$ cat src/rtl/fir_output_formatter.sv
// FIR output formatter: round/shift the full-precision FIR result, saturate to
// the output width, decimate, and buffer in a small FWFT FIFO with debug counters.
module fir_output_formatter #(
    parameter int InputWidth  = 38,
    parameter int OutputWidth = 16,
    parameter int Shift       = 20,
    parameter int FifoDepth   = 4,
    parameter int DecimWidth  = 4
) (
    input  logic                   clk,
    input  logic                   rst,
    input  logic                   inValid,
    input  logic [InputWidth-1:0]  dataIn,
    input  logic [DecimWidth-1:0]  decimFactor,
    output logic                   outValid,
    input  logic                   outReady,
    output logic [OutputWidth-1:0] dataOut,
    output logic                   fifoFull,
    output logic [15:0]            satCount,
    output logic [15:0]            dropCount
);

    localparam int PtrW   = $clog2(FifoDepth);
    localparam int CntW   = $clog2(FifoDepth + 1);
    localparam int RShift = (Shift > 0) ? Shift - 1 : 0;

    localparam logic [InputWidth:0] RoundAdd =
        (Shift > 0) ? ((InputWidth + 1)'(1) << RShift) : '0;
    localparam logic signed [InputWidth:0] SatMax =
        (InputWidth + 1)'((1 << (OutputWidth - 1)) - 1);
    localparam logic signed [InputWidth:0] SatMin = ~SatMax;
    localparam logic [OutputWidth-1:0] MaxOut = {1'b0, {(OutputWidth-1){1'b1}}};
    localparam logic [OutputWidth-1:0] MinOut = {1'b1, {(OutputWidth-1){1'b0}}};

    // ---------------- stage 1: round half up, arithmetic shift ----------------
    logic [InputWidth:0]        ext_in;
    logic [InputWidth:0]        rnd_sum;
    logic signed [InputWidth:0] rnd;
    logic signed [InputWidth:0] s1_r;
    logic                       s1_valid;

    // One extra bit keeps the rounding add from overflowing at the positive limit.
    assign ext_in  = {dataIn[InputWidth-1], dataIn};
    assign rnd_sum = ext_in + RoundAdd;
    assign rnd     = $signed(rnd_sum) >>> Shift;

    always_ff @(posedge clk or posedge rst) begin
        if (rst) begin
            s1_valid <= 1'b0;
            s1_r     <= '0;
        end else begin
            s1_valid <= inValid;
            if (inValid) s1_r <= rnd;
        end
    end

    // ---------------- stage 2: saturate, decimate ----------------
    logic [OutputWidth-1:0] sat_val;
    logic                   clipped;
    logic [DecimWidth-1:0]  phase;
    logic [DecimWidth-1:0]  eff_m1;
    logic                   keep;
    logic                   push;
    logic                   pop;
    logic                   wr_en;
    logic                   drop;

    always_comb begin
        sat_val = s1_r[OutputWidth-1:0];
        clipped = 1'b0;
        if (s1_r > SatMax) begin
            sat_val = MaxOut;
            clipped = 1'b1;
        end else if (s1_r < SatMin) begin
            sat_val = MinOut;
            clipped = 1'b1;
        end
    end

    assign eff_m1 = (decimFactor == '0) ? '0 : decimFactor - 1'b1;
    assign keep   = (phase == '0);
    assign push   = s1_valid && keep;
    assign pop    = outValid && outReady;
    // A pop in the same cycle frees a slot, so a full FIFO still accepts.
    assign wr_en  = push && (!fifoFull || pop);
    assign drop   = push && fifoFull && !pop;

    // ">=" rather than "==" so a lowered factor mid-run cannot strand the phase.
    always_ff @(posedge clk or posedge rst) begin
        if (rst) begin
            phase <= '0;
        end else if (s1_valid) begin
            phase <= (phase >= eff_m1) ? '0 : phase + 1'b1;
        end
    end

    always_ff @(posedge clk or posedge rst) begin
        if (rst) begin
            satCount  <= '0;
            dropCount <= '0;
        end else begin
            if (push && clipped && satCount != 16'hFFFF) satCount <= satCount + 16'd1;
            if (drop && dropCount != 16'hFFFF)           dropCount <= dropCount + 16'd1;
        end
    end

    // ---------------- output FIFO ----------------
    logic [OutputWidth-1:0] mem [FifoDepth];
    logic [PtrW-1:0]        wr_ptr;
    logic [PtrW-1:0]        rd_ptr;
    logic [CntW-1:0]        count;

    always_ff @(posedge clk) begin
        if (wr_en) mem[wr_ptr] <= sat_val;
    end

    always_ff @(posedge clk or posedge rst) begin
        if (rst) begin
            wr_ptr <= '0;
            rd_ptr <= '0;
            count  <= '0;
        end else begin
            if (wr_en) wr_ptr <= wr_ptr + 1'b1;
            if (pop)   rd_ptr <= rd_ptr + 1'b1;
            case ({wr_en, pop})
                2'b10:   count <= count + 1'b1;
                2'b01:   count <= count - 1'b1;
                default: count <= count;
            endcase
        end
    end

    assign outValid = (count != '0);
    assign fifoFull = (count == CntW'(FifoDepth));
    assign dataOut  = outValid ? mem[rd_ptr] : '0;

endmodule

$ cat config.mk
export PLATFORM = sky130hd
export DESIGN_NAME = fir_output_formatter
export DESIGN_NICKNAME = d
export VERILOG_FILES = /design/src/rtl/fir_output_formatter.sv
export SDC_FILE = /design/constraint.sdc
export NUM_CORES = 1
export LEC_CHECK = 0
export CAP_MARGIN = 20
export CELL_PAD_IN_SITES_DETAIL_PLACEMENT = 0
export CELL_PAD_IN_SITES_GLOBAL_PLACEMENT = 1
export CORE_AREA = 10 10 178 97
export DETAILED_ROUTE_END_ITERATION = 10
export DIE_AREA = 0 0 188 107
export GPL_TIMING_DRIVEN = 0
export HOLD_SLACK_MARGIN = 0.03
export PLACE_DENSITY = 0.82
export SLEW_MARGIN = 20
export SYNTH_ARGS = -nofsm -noshare
export SYNTH_HDL_FRONTEND = slang
export SYNTH_SLANG_ARGS = --single-unit
$ cat constraint.sdc
create_clock -name clk -period 2.45 [get_ports clk]
set_input_delay 0.3675 -clock clk [delete_from_list [all_inputs] [get_ports clk]]
set_output_delay 0.3675 -clock clk [all_outputs]
set_load 0.005 [all_outputs]
## Word level (Yosys, flattened, before mapping)

Memories as Yosys holds them, arrays and structs flattened.
Index checks and enable logic that the tools add are counted.

| operators by class | value |
|---|---|
| add/sub/neg operators | 9 |
| shift operators | 0 |
| reductions and logical operators | 15 |
| $mul | 0 |
| div/mod/pow operators | 0 |
| magnitude comparators | 3 |
| equal/unequal tests | 5 |
| bitwise gates (word level) | 0 |
| muxes and demuxes | 10 |

Operator list:

| operator | count |
|---|---|
| $mux W16 | 3 |
| $add A38 B21 Y39 const B | 1 |
| $add A16 B1 Y16 const B | 2 |
| $ne A16 B16 Y1 const B | 2 |
| $gt A19 B16 Y1 const B | 1 |
| $lt A19 B16 Y1 const B | 1 |
| $logic_and A1 B1 Y1 | 8 |
| $logic_not A4 Y1 | 2 |
| $mux W4 | 2 |
| $pmux W3 S2 | 1 |
| $add A2 B1 Y2 const B | 2 |
| $add A4 B1 Y4 const B | 1 |
| $ge A4 B4 Y1 | 1 |
| $mux W1 | 4 |
| $sub A4 B1 Y4 const B | 1 |
| $add A3 B1 Y3 const B | 1 |
| $eq A3 B3 Y1 const B | 1 |
| $reduce_bool A3 Y1 | 1 |
| $sub A3 B1 Y3 const B | 1 |
| $eq A2 B1 Y1 const B | 1 |
| $eq A2 B2 Y1 const B | 1 |
| $logic_not A1 Y1 | 2 |
| $reduce_bool A2 Y1 | 1 |
| $logic_or A1 B1 Y1 | 1 |

| storage, ports and cells | value |
|---|---|
| bits in read-only memories | 0 |
| bits in latches | 0 |
| output and inout port bits | 50 |
| register bits | 63 |
| word-level logic and storage cells | 51 |
| RAM bits | 64 |
| memories | 1 |

Memories:

| name | depth | bits a word | read ports | clocked after memory_dff | write ports | line | RTL |
|---|---|---|---|---|---|---|---|
| mem | 4 | 16 | 1 | 0 | 1 | 108 | `logic [OutputWidth-1:0] mem [FifoDepth];` |

## Logic depth before layout (Yosys ltp)

| logic depth | value |
|---|---|
| depth in word-level cells | 6 |
| gate-level depth with buffers | 10 |

## Least setup slack after synthesis

OpenSTA, ideal clock, no wires.

| timing | value |
|---|---|
| path kind | reg2reg |
| start point | register phase[0] |
| end point | register count[2] |
| arrival time | 2.083 ns |
| stages on the path, launching flop included | 10 |
| clock period less this slack | 2.214 ns |
| setup time | 0.131 ns |
| path slack | 0.236 ns |
| path buffers | 1 |
| cell sequence | dfrtp_1 > inv_1 > ha_1 > nand4bb_1 > clkbuf_1 > nand3_1 > fa_1 > or3_1 > a31oi_1 > o41ai_1 |

| on the way | value |
|---|---|
| longest elaborated chain between the ends | 5 |
| elaborated cells between the ends (all ways) | 7 |
| those cells by class | eq/ne: 2; mux: 1; reduce/logical: 4 |

Ends and longest elaborated chain:

| item | line | RTL |
|---|---|---|
| from (decl) | 60 | `logic [DecimWidth-1:0] phase;` |
| from (signal assigned) | 93 | `phase <= (phase >= eff_m1) ? '0 : phase + 1'b1;` |
| $logic_not A4 Y1 (*) | 81 | `assign keep = (phase == '0);` |
| $logic_and A1 B1 Y1 (*) | 82 | `assign push = s1_valid && keep;` |
| $logic_and A1 B1 Y1 (*) | 85 | `assign wr_en = push && (!fifoFull \|\| pop);` |
| $eq A2 B1 Y1 or $eq A2 B2 Y1 (tied branches) | 125 | `case ({wr_en, pop})` |
| $pmux W3 S2 or $reduce_bool A2 Y1 (tied branches) | - |  |
| to (signal assigned) | 126 | `2'b10: count <= count + 1'b1;` |
| to (signal assigned) | 127 | `2'b01: count <= count - 1'b1;` |
| to (signal assigned) | 128 | `default: count <= count;` |
| to (decl) | 111 | `logic [CntW-1:0] count;` |

Mark *: on every way between the ends. The rest lies on a longest branch, timed or not.
A chain may end at the register's enable or synchronous reset.

## Worst setup path after layout

| timing | value |
|---|---|
| start point | register rd_ptr[0] |
| end point | output dataOut[11] |

| on the way | value |
|---|---|
| longest elaborated chain between the ends | 2 |

Ends and longest elaborated chain:

| item | line | RTL |
|---|---|---|
| from (decl) | 110 | `logic [PtrW-1:0] rd_ptr;` |
| from (signal assigned) | 124 | `if (pop) rd_ptr <= rd_ptr + 1'b1;` |
| $mem_v2 Z4 W16 | - |  |
| $mux W16 | 135 | `assign dataOut = outValid ? mem[rd_ptr] : '0;` |
| to (decl) | 17 | `output logic [OutputWidth-1:0] dataOut,` |

Every way passes these cells.

==> key figures <==
Job
  – Max Cap Viol: 0

Global routing
  – Antenna violations before repair: 0
  – First-pass GRT wire length: roughly 22000 um
  – Overflow after GRT: 0
  – Total GRT Usage: between 10% and 20%
  – Largest net degree at the start of global routing: 36
  – Vias in the first global route: 4051

Yosys
  – Post-synth top cells: 64 x edfxtp_1, 63 x dfrtp_1, 43 x nor2_1
  – Post-synthesis register bit count: 127
  – Synth area leaders: edfxtp_1 32%, dfrtp_1 26%, mux4_2 6.0%
  – Cell taking the most area after synthesis: edfxtp_1
  – Async SR Flop Fraction: roughly half
  – Library cells used by synthesis: 53
  – Top-count cell post-synth: edfxtp_1
  – Mapped Avg Cell Area: approximately 13 um2
  – Post-synth net total: 529
  – Most used DFF post-synth: edfxtp_1
  – Syn Inst Count: 469
  – Number of enable flip-flop cells after synthesis: 64
  – Post-Syn Area: 5970 um2
  – Synth warn: 0
  – Yosys top cell area share: 32.2%
  – Seq/Total Area, Yosys: 58.6%

STA
  – Max Fclk: 0.420 GHz
  – Least-Margin Pin Slew: ~0.56 ns
  – Final worst path period share: between 90% and 100%
  – Final Max Tran Viols: 0
  – Final setup viols: 0
  – Clock period minus final worst setup slack: 2.38 ns
  – Hold Fails Final Rpt: 0
  – Final worst slack: 0.0687 ns
  – Worst slew margin: 62.3%
  – Setup tns final: 0 ns
  – Clock Skew: about 0.011 ns

Detailed routing
  – Residual DRC: 0
  – Total Wirelength: 13300 um
  – DR iter-0 viols: between 200 and 250
  – DRT Pass-1 Iters: 4
  – Via Count: ~4000
  – DR WL/cell: 17.0 um
  – ANT nets after route: 0
  – Vias per cell: 5.12

Critical path
  – Critical R2R Capture: count[1]
  – Crit path capture: dataOut[11]
  – Reg-to-reg slack, setup: 0.17 ns
  – CP Class: flop to primary output
  – FF-to-FF path depth: 7
  – Type of origin of the critical path: flop
  – CP startpoint: rd_ptr[0]
  – Worst EP required: 2.08 ns
  – Largest driver fanout on the critical path: 7
  – Reg-to-reg critical path startpoint: count[0]
  – Critical Path Sink Type: primary output
  – Critical path arrival: between 2 and 2.5 ns

Clock tree
  – Worst skew pair latency: 0.41 ns
  – H-tree Lvls: 4
  – Clk root buf: clkbuf_16
  – CTS sink cnt: 127
  – TritonCTS clock tree: built
  – Clock buffer depth: 2
  – Hold Buf Count CTS: 0
  – Clock-pin slew on the worst setup and hold paths: 0.06 ns
  – Clock buffer count from CTS: 17

Layout
  – Layout cells sized above 1: 16.4%
  – Area Growth Syn to Fin: 29.3%
  – Design Area, Final: 7720 um2
  – Ant. Diodes: 0
  – Non-filler cells, final: roughly 780
  – Nets: 633

Placement
  – Global placer's final weighted congestion: roughly 0.78
  – Port Buf Inserts: 75
  – Area after DPL: about 7000 um2
  – Pre-CTS WS: -0.253 ns
  – DP Cell Count: around 740
  – Dpl hpwl: between 9000 and 10000 um

Die
  – Rows: 31
  – Die area: ~20000 um2
  – Io pins: 96
  – Core Box Area: 14100 um2
  – Chip height: 107 um
  – Chip width: ~190 um
  – Initial Utilization: a little over two fifths

Pwr
  – Worst vdd ir: 0.000574 V
  – Pwr Density: 988 nW/um2
  – Pleak: 2.98 nW

Worst hold path
  – HP Class: primary input to flop

Status
  – Status: completed
[sequential cells by signal, summed over array words and instances (netlist names)]
register,cells
s1_r,19
s1_valid,1
dropCount,16
rd_ptr,2
mem,64
wr_ptr,2
satCount,16
count,3
phase,4
[cell usage in the layout (no fill, tap or decap), drive strengths merged, types with 3 or more instances in the layout]
cell type,count
edfxtp,64
mux4,16
o21ai,7
and4,3
ha,13
and2,21
clkdlybuf4s50,59
xnor2,26
or3,3
mux2,6
clkinv,3
nor4,4
nor2,45
xor2,24
a21o,15
nand3,26
nand4,13
dfrtp,63
dlygate4sd2,14
nor3,13
clkbuf,25
a21oi,23
nand2,26
clkinvlp,4
inv,17
buf,21
and3,7
[worst max-delay path: stages (launching register included)]
cell and delay (ns):
dfrtp_1 0.35, buf_8 0.12, buf_12 0.12, buf_6 0.10, mux4_2 0.47, and2_1 0.17, dlygate4sd2_1 0.27
[power breakdown]
part,switching [mW],internal [mW]
sequential,0.240,2.57
clock,0.961,1.51
combinational,1.07,1.28
[through the flow]
stage | hold slack [ns] | power (mW) | utilization, %
6_report | 0.265 | 7.63 | 54.7
5_1_grt | 0.261 | 8.05 | 54.7
4_1_cts | 0.251 | 7.60 | 54.3
3_5_place_dp | 0.497 | 5.05 | 49.5
3_3_place_gp | 0.481 | 4.96 | 49.4
2_1_floorplan | 0.399 | 4.05 | -
[layer usage]
| layer | track usage, % | wire length, um | vias up |
|---|---|---|---|
| li1 | - | - | 1924 |
| met1 | 19.4 | 6860 | 1969 |
| met2 | 19.0 | 5590 | 117 |
| met3 | 4.53 | 850 | 2 |
| met4 | 3.35 | 19 | 0 |
| met5 | 0 | 0 | - |
[worst min-delay path by stage]
stage / start / end / slack [ns] / cells past startpoint
CTS: outReady / rd_ptr[0] / 0.25 / 3
global route: outReady / rd_ptr[0] / 0.26 / 3
global placement: satCount[9] / satCount[9] / 0.48 / 1
finish: outReady / rd_ptr[0] / 0.27 / 3
detailed placement: dropCount[14] / dropCount[14] / 0.50 / 1
floorplan: inValid / s1_valid / 0.40 / 0
[what timing repair did]
| item | 4_1_cts | 5_1_grt |
|---|---|---|
| cloned | 0 | 0 |
| hold endpoints to repair | 0 | 0 |
| buffers inserted | 5 | 6 |
| resized for setup | 40 | 6 |
| endpoints found under the setup margin | 81 | 5 |
[layout make-up]
cell class                 count  area [um2]
fill                        1205        6390
sequential                   127        3500
multi-input combinational    312        2360
timing repair buffer          87         856
clock buffer                  17         425
tap                          198         248
clock inverter                15         160
buffer                        17         131
inverter                      11        43.8
[logic make-up after synthesis]
kind of cell,share of synthesized area [%]
buf+inv,2.20
flops,58.6
mux,7.33
fa+ha+maj,3.06
compound gates,6.16
simple gates,15.4
xor+xnor,7.33
No activity file was read; power rests on OpenSTA's default activity.
